===== src/rtl/sign_ext.sv =====
// sign_ext: registered MIPS immediate extender (sign, zero, lui, branch offset).
// Define SIGNEXT_COMB_OUT_EN to expose the unregistered result on b_comb.
module sign_ext #(
    parameter int IN_W  = 16,
    parameter int OUT_W = 32
) (
    input  logic             clk,
    input  logic             rst_n,
    input  logic [IN_W-1:0]  a,
    input  logic [1:0]       mode,
    input  logic             in_valid,
    output logic [OUT_W-1:0] b,
    output logic             out_valid
`ifdef SIGNEXT_COMB_OUT_EN
    ,
    output logic [OUT_W-1:0] b_comb
`endif
);
    logic [OUT_W-1:0] sx, zx, f;
    assign sx = {{(OUT_W-IN_W){a[IN_W-1]}}, a};
    assign zx = {{(OUT_W-IN_W){1'b0}}, a};
    // Branch offset shifts the sign-extended value, so its top two bits fall off.
    always_comb f = mode == 2'b00 ? sx :
                    mode == 2'b01 ? zx :
                    mode == 2'b10 ? zx << (OUT_W-IN_W) : sx << 2;
`ifdef SIGNEXT_COMB_OUT_EN
    assign b_comb = f;
`endif
    always_ff @(posedge clk or negedge rst_n) begin
        if (!rst_n) begin
            b         <= '0;
            out_valid <= 1'b0;
        end else begin
            out_valid <= in_valid;
            if (in_valid) b <= f;
        end
    end
endmodule


===== config.mk =====
export PLATFORM = sky130hd
export DESIGN_NAME = sign_ext
export DESIGN_NICKNAME = d
export VERILOG_FILES = /design/src/rtl/sign_ext.sv
export SDC_FILE = /design/constraint.sdc
export NUM_CORES = 1
export LEC_CHECK = 0
export BUFFER_PORTS_ARGS = -buffer_cell sky130_fd_sc_hd__clkbuf_2
export CAP_MARGIN = 40
export CORE_MARGIN = 1
export CORE_UTILIZATION = 54
export DETAILED_ROUTE_END_ITERATION = 8
export HOLD_SLACK_MARGIN = 0.06
export PLACE_DENSITY_LB_ADDON = 0.3
export RECOVER_POWER = 25
export SLEW_MARGIN = 20
export SYNTH_ARGS = -nofsm -noshare
export SYNTH_HDL_FRONTEND = slang
export SYNTH_SLANG_ARGS = --single-unit
export TNS_END_PERCENT = 20

===== constraint.sdc =====
create_clock -name clk -period 1.7 [get_ports clk]
set_input_delay 0.17 -clock clk [delete_from_list [all_inputs] [get_ports clk]]
set_output_delay 0.17 -clock clk [all_outputs]
set_load 0.01 [all_outputs]

# Word level (Yosys, flattened, before mapping)
# Index checks and enable logic that the tools add are counted.
# classes
n_eq_ne	2
muxes	3
n_reduce_logical	1
# op_table
cell	n
32-bit 2-to-1 mux	2
31-bit 2-to-1 mux	1
2-bit by 1-bit equality test with 1-bit output, second input constant	1
2-bit equality test, second input constant	1
2-bit zero test	1
# word_totals
regBits	33
inputBits	21
out_inout_bits	33
wordCells	8

# Longest topological paths before layout
# Gate-level depths: netlist of run 1.
# depth
ltp_word	4
depth_mapped	5

# Worst setup path before layout of run 1
# OpenSTA, ideal clock, no wires.
# synth_path
kind	input-to-reg
start	input in_valid
end	register b[16]
setup_ns	0.140
arrival_time_ns	0.749
required_time_ns	1.560
slack_ns	0.811
cell_stages	4
cell_sequence	buf_2 > nand2_2 > buf_2 > o221ai_1
# synth_lines
item	line_no	rtl
from (decl)	11	input logic in_valid,
to (signal assigned)	31	b <= '0;
to (signal assigned)	35	if (in_valid) b <= f;
to (decl)	12	output logic [OUT_W-1:0] b,

==> run metrics, run 1 <==
Mapped Area=0.00167 mm^2; top cell type's share of synthesized area=49.4%; vias per inst=5.53; Setup crit end=b[3]$_DFFE_PN0P_; Syn Area/Cell=10.4 um^2; Critical Path Source Type=input port; reg-to-reg critical path endpoint=b[31]$_DFFE_PN0P_; Critical Path RT=2.09 ns; Final Total Pwr=2.02 mW; I/O pin cnt=54; worst rel slew slack=52.0%; Final Hold Fails=0; crit-path max FO=30; CTS Root Cell=clkbuf_4; Reg-to-Reg Start=b[31]$_DFFE_PN0P_; CP Capture Type=asynchronous set/reset pin; Detail Route Antenna Nets=0; worst-margin pin slew=0.720 ns; iteration count of the initial detailed-routing pass=6; violated checks=DRC; count of state elements after synthesis=33; Peak VDD IR=0.493 mV; Setup Viol. Count Final=0; TritonCTS clock tree=built; pre-CTS WS=0.506 ns; synth top area cells=dfrtp_1, mux2i_1, o221ai_1; Setup TNS Final=0 ns; CTS buffer count=5; vias=1343; CP Depth=3; final setup skew=0 ns; ant diodes=0; Worst EP arrival=1.54 ns; GR Overflow Total=0; most frequent cells in the layout=clkbuf_2, dfrtp_1, inv_1, mux2i_1, nand2b_1; area leader, netlist=dfrtp_1; syn nets=182; Tot GR Track Use=23.9%; row count=19; Worst Setup SP=rst_n; max-slew violation count=0; Yosys cell types=21; crit path cell chain=dlygate4sd3_1 -> clkbuf_1 -> clkbuf_2; reg2reg path depth=2; fin crit share=67.4%; crit path buf inv count=3; Critical-path top delay cell=clkbuf_2; clock power share=36.1%; Psw=0.540 mW; Port Buffer Count=53; DRC violations left=3; Core ar.=0.00285 mm^2; die width=57.6 um; final wirelength=3.62 mm; initial antenna violation count=0; Fill cells=230; RSZ-0062 raised after global routing=false; Net Sw Frac=26.7%; most common cell after layout, fill and taps aside=clkbuf_2; via count of the first global-routing pass=1317; # nets final=232; Reg2Reg Setup Slack=0.85 ns; die height=57.6 um; number of DRC markers in iteration 0=68; clock slew at reported path FFs=0.11 ns; min cycle time layout=1.15 ns; htree depth=2; die area=0.00332 mm^2; CTS sink cnt=33; P per Cell Area=1010 mW/mm^2; delay-heaviest family, CP=buffers and inverters; slowest stage delay, CP=0.62 ns; cell-internal power=1.48 mW; clk_lat worst skew=0.33 ns; worst setup margin=0.553 ns; sequential power share=45.1%; Achievable Freq=872 MHz; largest net degree at the start of global routing=34; Starting Density=58.6%; standby leakage power=1.00 nW; combinational power share=18.8%; fin area=0.00201 mm^2; Worst Hold Class=input port to flop; Clock Tree Buf Depth=2; HPWL Detailed=2.55 mm; worst hold path startpoint=a[0]; Synth Instances=161; critical path type=input port to asynchronous set/reset pin; share of cells above drive strength 1=33.5%; Seq/Total Area, Yosys=49.4%; routability cong.=0.830; outcome=complete, but fails checks; area post-placement=0.00190 mm^2; synth warn=0; global-route wire length before repair=5.92 mm; wire per inst=14.9 um; post-CTS setup buffers=0; Area Overhead vs Synth=20.4%; Max-Cap Viols=0; post-cts sizing count=0
-- kinds of logic after synthesis --
logic type | count (synthesis) | share of synthesized area, %
muxes | 15 | 8.98
AOI/OAI and AO/OA | 32 | 15.7
and+or+nand+nor | 48 | 15.6
buffers and inverters | 33 | 10.3
DFF | 33 | 49.4
-- area by class of cell --
type,count,area [um^2],share of cell area (%)
clock buffer,5,37.5,1.86
tap,31,38.8,1.93
inverter,17,63.8,3.17
multi-input combinational,95,673,33.4
sequential,33,826,41.0
timing repair buffer,59,309,15.4
clock inverter,3,65.1,3.23
-- sequential cells by signal (all words and copies together), names as in the netlist --
register	cells
b	32
out_valid	1
-- how the worst min path moves through the flow --
stage / end / slack (ns) / cells after the start
finish: b[0]$_DFFE_PN0P_ / 0.1 / 3
global route: b[0]$_DFFE_PN0P_ / 0.11 / 3
floorplan: b[0]$_DFFE_PN0P_ / -0.13 / 0
CTS: b[0]$_DFFE_PN0P_ / 0.09 / 3
global placement: b[28]$_DFFE_PN0P_ / 0.29 / 1
detailed placement: b[27]$_DFFE_PN0P_ / 0.30 / 1
-- power by group through the flow --
| stage | Clock (mW) | Sequential, mW | Combinational (mW) |
|---|---|---|---|
| 4_1_cts | 0.733 | 0.912 | 0.385 |
| 6_report | 0.731 | 0.912 | 0.381 |
| 3_5_place_dp | 0 | 0.926 | 0.383 |
| 2_1_floorplan | 0 | 0.964 | 0.187 |
| 5_1_grt | 0.761 | 0.922 | 0.421 |
| 3_3_place_gp | 0 | 0.922 | 0.373 |
-- worst register-to-register path, stage by stage, from the launching register on --
cell	delay, ns
dfrtp_1	0.40
nor2b_1	0.13
a31o_1	0.21
-- metrics by stage --
stage	hold WS (ns)	instances	util (%)
final	0.0960	243	70.6
after global routing	0.113	243	70.6
after CTS	0.0919	242	70.4
after detailed placement	0.301	233	66.5
after global placement	0.285	233	66.5
after floorplan	-0.126	161	-
-- routing by layer --
| layer | global-route usage, % | vias up | share of wire (%) | wire [um] |
|---|---|---|---|---|
| li1 | - | 669 | - | - |
| met1 | 30.4 | 618 | 44 | 1590 |
| met2 | 37.9 | 48 | 49 | 1770 |
| met3 | 5.58 | 8 | 5.5 | 198 |
| met4 | 13.2 | 0 | 1.7 | 61 |
| met5 | 0 | - | 0 | 0 |
-- cell usage after synthesis --
cell type	count
clkbuf_1	1
clkbuf_4	1
mux2i_1	15
buf_8	1
nand3b_1	2
nand2_2	1
inv_1	17
o221ai_2	4
a31oi_1	14
nor2_1	14
buf_4	2
o221ai_1	11
buf_6	2
a31o_1	1
nand4bb_2	1
buf_2	9
nand3_1	14
dfrtp_1	33
nor2b_1	1
nand2b_1	15
o21ai_1	2
-- timing repair --
item	in CTS	in global routing
setup endpoints to repair	0	0
hold buffers	1	0
hold endpoints to repair	33	0
Power figures use the tool's default switching activity.
==> run 2: changes to the inputs <==
--- a/config.mk
+++ b/config.mk
@@ -8,7 +8,7 @@
 export BUFFER_PORTS_ARGS = -buffer_cell sky130_fd_sc_hd__clkbuf_2
 export CAP_MARGIN = 40
 export CORE_MARGIN = 1
-export CORE_UTILIZATION = 54
+export CORE_UTILIZATION = 50
 export DETAILED_ROUTE_END_ITERATION = 8
 export HOLD_SLACK_MARGIN = 0.06
 export PLACE_DENSITY_LB_ADDON = 0.3
==> constraint.sdc (replaced) <==
create_clock -name clk -period 1.1 [get_ports clk]
set_input_delay 0.11 -clock clk [delete_from_list [all_inputs] [get_ports clk]]
set_output_delay 0.11 -clock clk [all_outputs]
set_load 0.01 [all_outputs]
==> run 2 against run 1 <==
  * The run now ends clean
  * Count of clock-buffer cells in the layout is 1 higher
  * Flip-flop and latch count stayed put
  * Die area is 7.7% higher
  * Utilization is 4.6 points lower
  * Via count is 2.5% higher
  * Setup slack worse by 0.43 ns
  * Cell area is 1.6% higher
  * Cell count is 7.8% higher
  * Clock skew stayed put
  * Sequential share of layout area is 0.65 points lower
  * First-iteration DRC count is 7.4% higher
  * Critical path depth is 2 lower
  * Critical path type is now flop to output port
  * Largest cell class unchanged
==> run metrics, run 2 (synthesis gave the netlist of run 1 again) <==
min cycle time layout=0.975 ns; hold path depth=3; number of DRC markers in iteration 0=73; CTS buffer count=5; htree depth=2; worst-margin pin slew=0.472 ns; max FFs per register=32; CTS Root Cell=clkbuf_4; RSZ-0062 raised after global routing=false; fin area=0.00205 mm^2; Port Buffer Count=53; area post-placement=0.00196 mm^2; Starting Density=53.9%; I/O pin cnt=54; Reg2Reg Setup Slack=0.29 ns; global-route wire length before repair=6.24 mm; post-cts sizing count=0; HPWL Detailed=2.77 mm; Final Total Pwr=2.65 mW; Worst Hold Class=input port to flop; Final Hold Fails=0; iteration count of the initial detailed-routing pass=4; via count of the first global-routing pass=1321; Detail Route Antenna Nets=0; CTS sink cnt=33; P per Cell Area=1300 mW/mm^2; Tot GR Track Use=23.8%; Largest Register=b; initial antenna violation count=0; largest net degree at the start of global routing=33; Achievable Freq=1030 MHz; worst rel slew slack=68.5%; DRC violations left=0; post-CTS setup buffers=0; Clock Tree Buf Depth=2; Max-Cap Viols=0; ant diodes=0; standby leakage power=1.01 nW; most common cell after layout, fill and taps aside=clkbuf_2; reg2reg path depth=2; routability cong.=0.810; final wirelength=3.79 mm; TritonCTS clock tree=built; delay-heaviest family, CP=flip-flops; row count=20; # nets final=238; Worst Setup SP=b[24]$_DFFE_PN0P_; Setup TNS Final=0 ns; wire per inst=14.5 um; vias per inst=5.26; slowest stage delay, CP=0.41 ns; biggest regs=b: 32 flops, out_valid: 1 flops; Peak VDD IR=0.681 mV; Worst EP arrival=0.87 ns; critical path type=flop to output port; reg-to-reg critical path endpoint=b[31]$_DFFE_PN0P_; clk_lat worst skew=0.32 ns; clock slew at reported path FFs=0.10 ns; # hold bufs at CTS=4; die width=59.8 um; crit path buf inv count=1; share of cells above drive strength 1=33.5%; most frequent cells in the layout=clkbuf_2, dfrtp_1, inv_1, mux2i_1, nand2b_1; crit-path max FO=2; Critical-path top delay cell=dfrtp_1; outcome=complete, no violations; die height=59.8 um; worst hold path startpoint=a[5]; die area=0.00358 mm^2; Core ar.=0.00310 mm^2; Setup Viol. Count Final=0; fin crit share=88.6%; max-slew violation count=0; Reg-to-Reg Start=b[31]$_DFFE_PN0P_; Critical Path Source Type=flop; CP Capture Type=output port; vias=1377; final setup skew=0 ns; Worst Hold End=b[5]$_DFFE_PN0P_; Critical Path RT=0.99 ns; Area Overhead vs Synth=22.4%; GR Overflow Total=0; crit path cell chain=clkbuf_2
run 2: layout make-up:
type | count | area (um^2)
clock buffers | 6 | 41.3
clock inverters | 2 | 10.0
fillers | 274 | 1060
inverters | 17 | 63.8
multi-input cells | 95 | 673
flip-flops and latches | 33 | 826
well taps | 44 | 55.1
repair buffers | 65 | 377
run 2: routing by layer:
layer,global-route usage [%],vias up,routed length [um]
met5,0,-,0
met4,8.64,0,48
met3,5.41,7,191
met2,36.2,41,1730
met1,33.1,649,1810
li1,-,680,-
run 2: report_power, final:
part	internal, mW	total (mW)	leakage (nW)	switching [mW]
registers	1.34	1.41	0.403	0.0714
logic	0.270	0.617	0.574	0.347
clock network	0.243	0.624	0.0320	0.381
total	1.85	2.65	1.01	0.800
run 2: metrics by stage:
stage	util [%]	hold WS, ns	std cells	worst slack [ns]
floorplan	-	-0.186	161	0.271
CTS	66.0	0.0618	262	0.112
global placement	63.0	0.0725	250	0.113
detailed placement	63.0	0.0809	250	0.00882
finish	65.9	0.0643	262	0.125
global route	65.9	0.0674	262	0.0787
run 2: worst max-delay path by stage:
stage                              endpoint  cells after the start
after floorplan           b[16]$_DFFE_PN0P_                      4
after global placement    b[24]$_DFFE_PN0P_                      3
after detailed placement  b[16]$_DFFE_PN0P_                      3
after CTS                             b[24]                      1
after global routing                  b[16]                      1
final                                 b[24]                      1
==> run 3: changes to the inputs <==
--- a/config.mk
+++ b/config.mk
@@ -12,7 +12,6 @@
 export DETAILED_ROUTE_END_ITERATION = 8
 export HOLD_SLACK_MARGIN = 0.06
 export PLACE_DENSITY_LB_ADDON = 0.3
-export RECOVER_POWER = 25
 export SLEW_MARGIN = 20
 export SYNTH_ARGS = -nofsm -noshare
 export SYNTH_HDL_FRONTEND = slang
==> run 3 against run 2 <==
  * Die area unchanged
  * Global-route usage unchanged
  * Worst hold slack stayed put
  * Combinational power barely moved
  * Clock skew stayed put
  * Sequential share of layout area is essentially flat
  * Power barely moved
  * Critical path type unchanged
==> run metrics, run 3 (synthesis gave the netlist of run 1 again) <==
outcome=complete, no violations; global-route wire length before repair=6.24 mm; GR Overflow Total=0; Critical-path top delay cell=dfrtp_1; crit-path max FO=2; htree depth=2; Peak VDD IR=0.681 mV; slowest stage delay, CP=0.41 ns; reg2reg path depth=2; wire per inst=14.4 um; Tot GR Track Use=23.8%; clk_lat worst skew=0.32 ns; Final Total Pwr=2.65 mW; fin area=0.00205 mm^2; largest net degree at the start of global routing=33; Post-Route Utilization=66.0%; CP Depth=1; max-slew violation count=0; crit path cell chain=clkbuf_2; clock slew at reported path FFs=0.10 ns; routability cong.=0.810; # nets final=238; I/O pin cnt=54; CTS Root Cell=clkbuf_4; number of DRC markers in iteration 0=73; min cycle time layout=0.975 ns; sequential power share=53.2%; Starting Density=53.9%; RSZ-0062 raised after global routing=false; ant diodes=0; TritonCTS clock tree=built; Critical Path RT=0.99 ns; vias per inst=5.26; Core ar.=0.00310 mm^2; Port Buffer Count=53; most common cell after layout, fill and taps aside=clkbuf_2; Area Overhead vs Synth=22.5%; worst rel slew slack=68.6%; Worst EP arrival=0.87 ns; Fill cells=273; area post-placement=0.00196 mm^2; max FFs per register=32; Clock Tree Buf Depth=2; Critical Path Source Type=flop; non-filler cells in the finished layout=262; dpl cells=250; delay-heaviest family, CP=flip-flops; Worst Setup SP=b[24]$_DFFE_PN0P_; cell-internal power=1.85 mW; Largest Register=b; Psw=0.800 mW; vias=1377; clock power share=23.5%; Detail Route Antenna Nets=0; Setup crit end=b[24]; Achievable Freq=1030 MHz; Max-Cap Viols=0; Net Sw Frac=30.1%; standby leakage power=1.01 nW; combinational power share=23.3%; HPWL Detailed=2.77 mm; die height=59.8 um; worst-margin pin slew=0.470 ns; fin crit share=88.6%; biggest regs=b: 32 flops, out_valid: 1 flops; P per Cell Area=1300 mW/mm^2; CP Capture Type=output port; Worst Hold Class=input port to flop; die area=0.00358 mm^2; critical path type=flop to output port; post-cts sizing count=0; Final Hold Fails=0; via count of the first global-routing pass=1321; row count=20; iteration count of the initial detailed-routing pass=4; CTS sink cnt=33; Setup TNS Final=0 ns; CTS buffer count=5; DRC violations left=0; die width=59.8 um; most frequent cells in the layout=clkbuf_2, dfrtp_1, inv_1, mux2i_1, nand2b_1; final wirelength=3.79 mm; Reg-to-Reg Start=b[31]$_DFFE_PN0P_; reg-to-reg critical path endpoint=b[31]$_DFFE_PN0P_; share of cells above drive strength 1=33.9%; Setup Viol. Count Final=0; initial antenna violation count=0; crit path buf inv count=1; Reg2Reg Setup Slack=0.30 ns; final setup skew=0 ns; hold path depth=3
==> run 3: cell count changes in the layout (fill, tap and decap cells not counted) <==
cell / previous run / this run
clkbuf_1: 2 / 1
clkbuf_2: 52 / 53
==> run 3: what timing repair did <==
item | CTS | global route
hold buffers | 4 | 0
setup buffers | 0 | 0
hold endpoints to repair | 20 | 0
==> run 3: per-stage QoR <==
step	hold slack, ns	setup WS (ns)
after CTS	0.0618	0.112
after floorplan	-0.186	0.271
final	0.0643	0.125
after global routing	0.0674	0.0787
after global placement	0.0725	0.113
after detailed placement	0.0809	0.00882
==> run 3: power groups by stage <==
stage | logic, mW | registers (mW) | clock network (mW)
after detailed placement | 0.610 | 1.43 | 0
after global routing | 0.684 | 1.43 | 0.706
after CTS | 0.622 | 1.41 | 0.644
after global placement | 0.592 | 1.43 | 0
after floorplan | 0.288 | 1.49 | 0
final | 0.617 | 1.41 | 0.624
==> run 3: layer usage <==
metal	track usage, %	vias up	share of wire (%)
li1	-	680	-
met2	36.2	41	46
met3	5.41	7	5.0
met5	0	-	0
met1	33.1	649	48
met4	8.64	0	1.3
==> run 3: area by class of cell <==
cell class / count / area, um^2 / share of cell area, %
Sequential cell: 33 / 826 / 40.3
Multi-Input combinational cell: 95 / 673 / 32.9
Timing Repair Buffer: 65 / 378 / 18.5
Inverter: 17 / 63.8 / 3.12
Tap cell: 44 / 55.1 / 2.69
Clock buffer: 6 / 41.3 / 2.02
Clock inverter: 2 / 10.0 / 0.489
==> run 3: worst min-delay path by stage <==
stage | start | endpoint | slack (ns)
finish | a[5] | b[5]$_DFFE_PN0P_ | 0.06
CTS | a[3] | b[3]$_DFFE_PN0P_ | 0.06
global placement | rst_n | b[12]$_DFFE_PN0P_ | 0.07
global route | a[2] | b[2]$_DFFE_PN0P_ | 0.07
floorplan | rst_n | b[0]$_DFFE_PN0P_ | -0.19
detailed placement | rst_n | b[12]$_DFFE_PN0P_ | 0.08
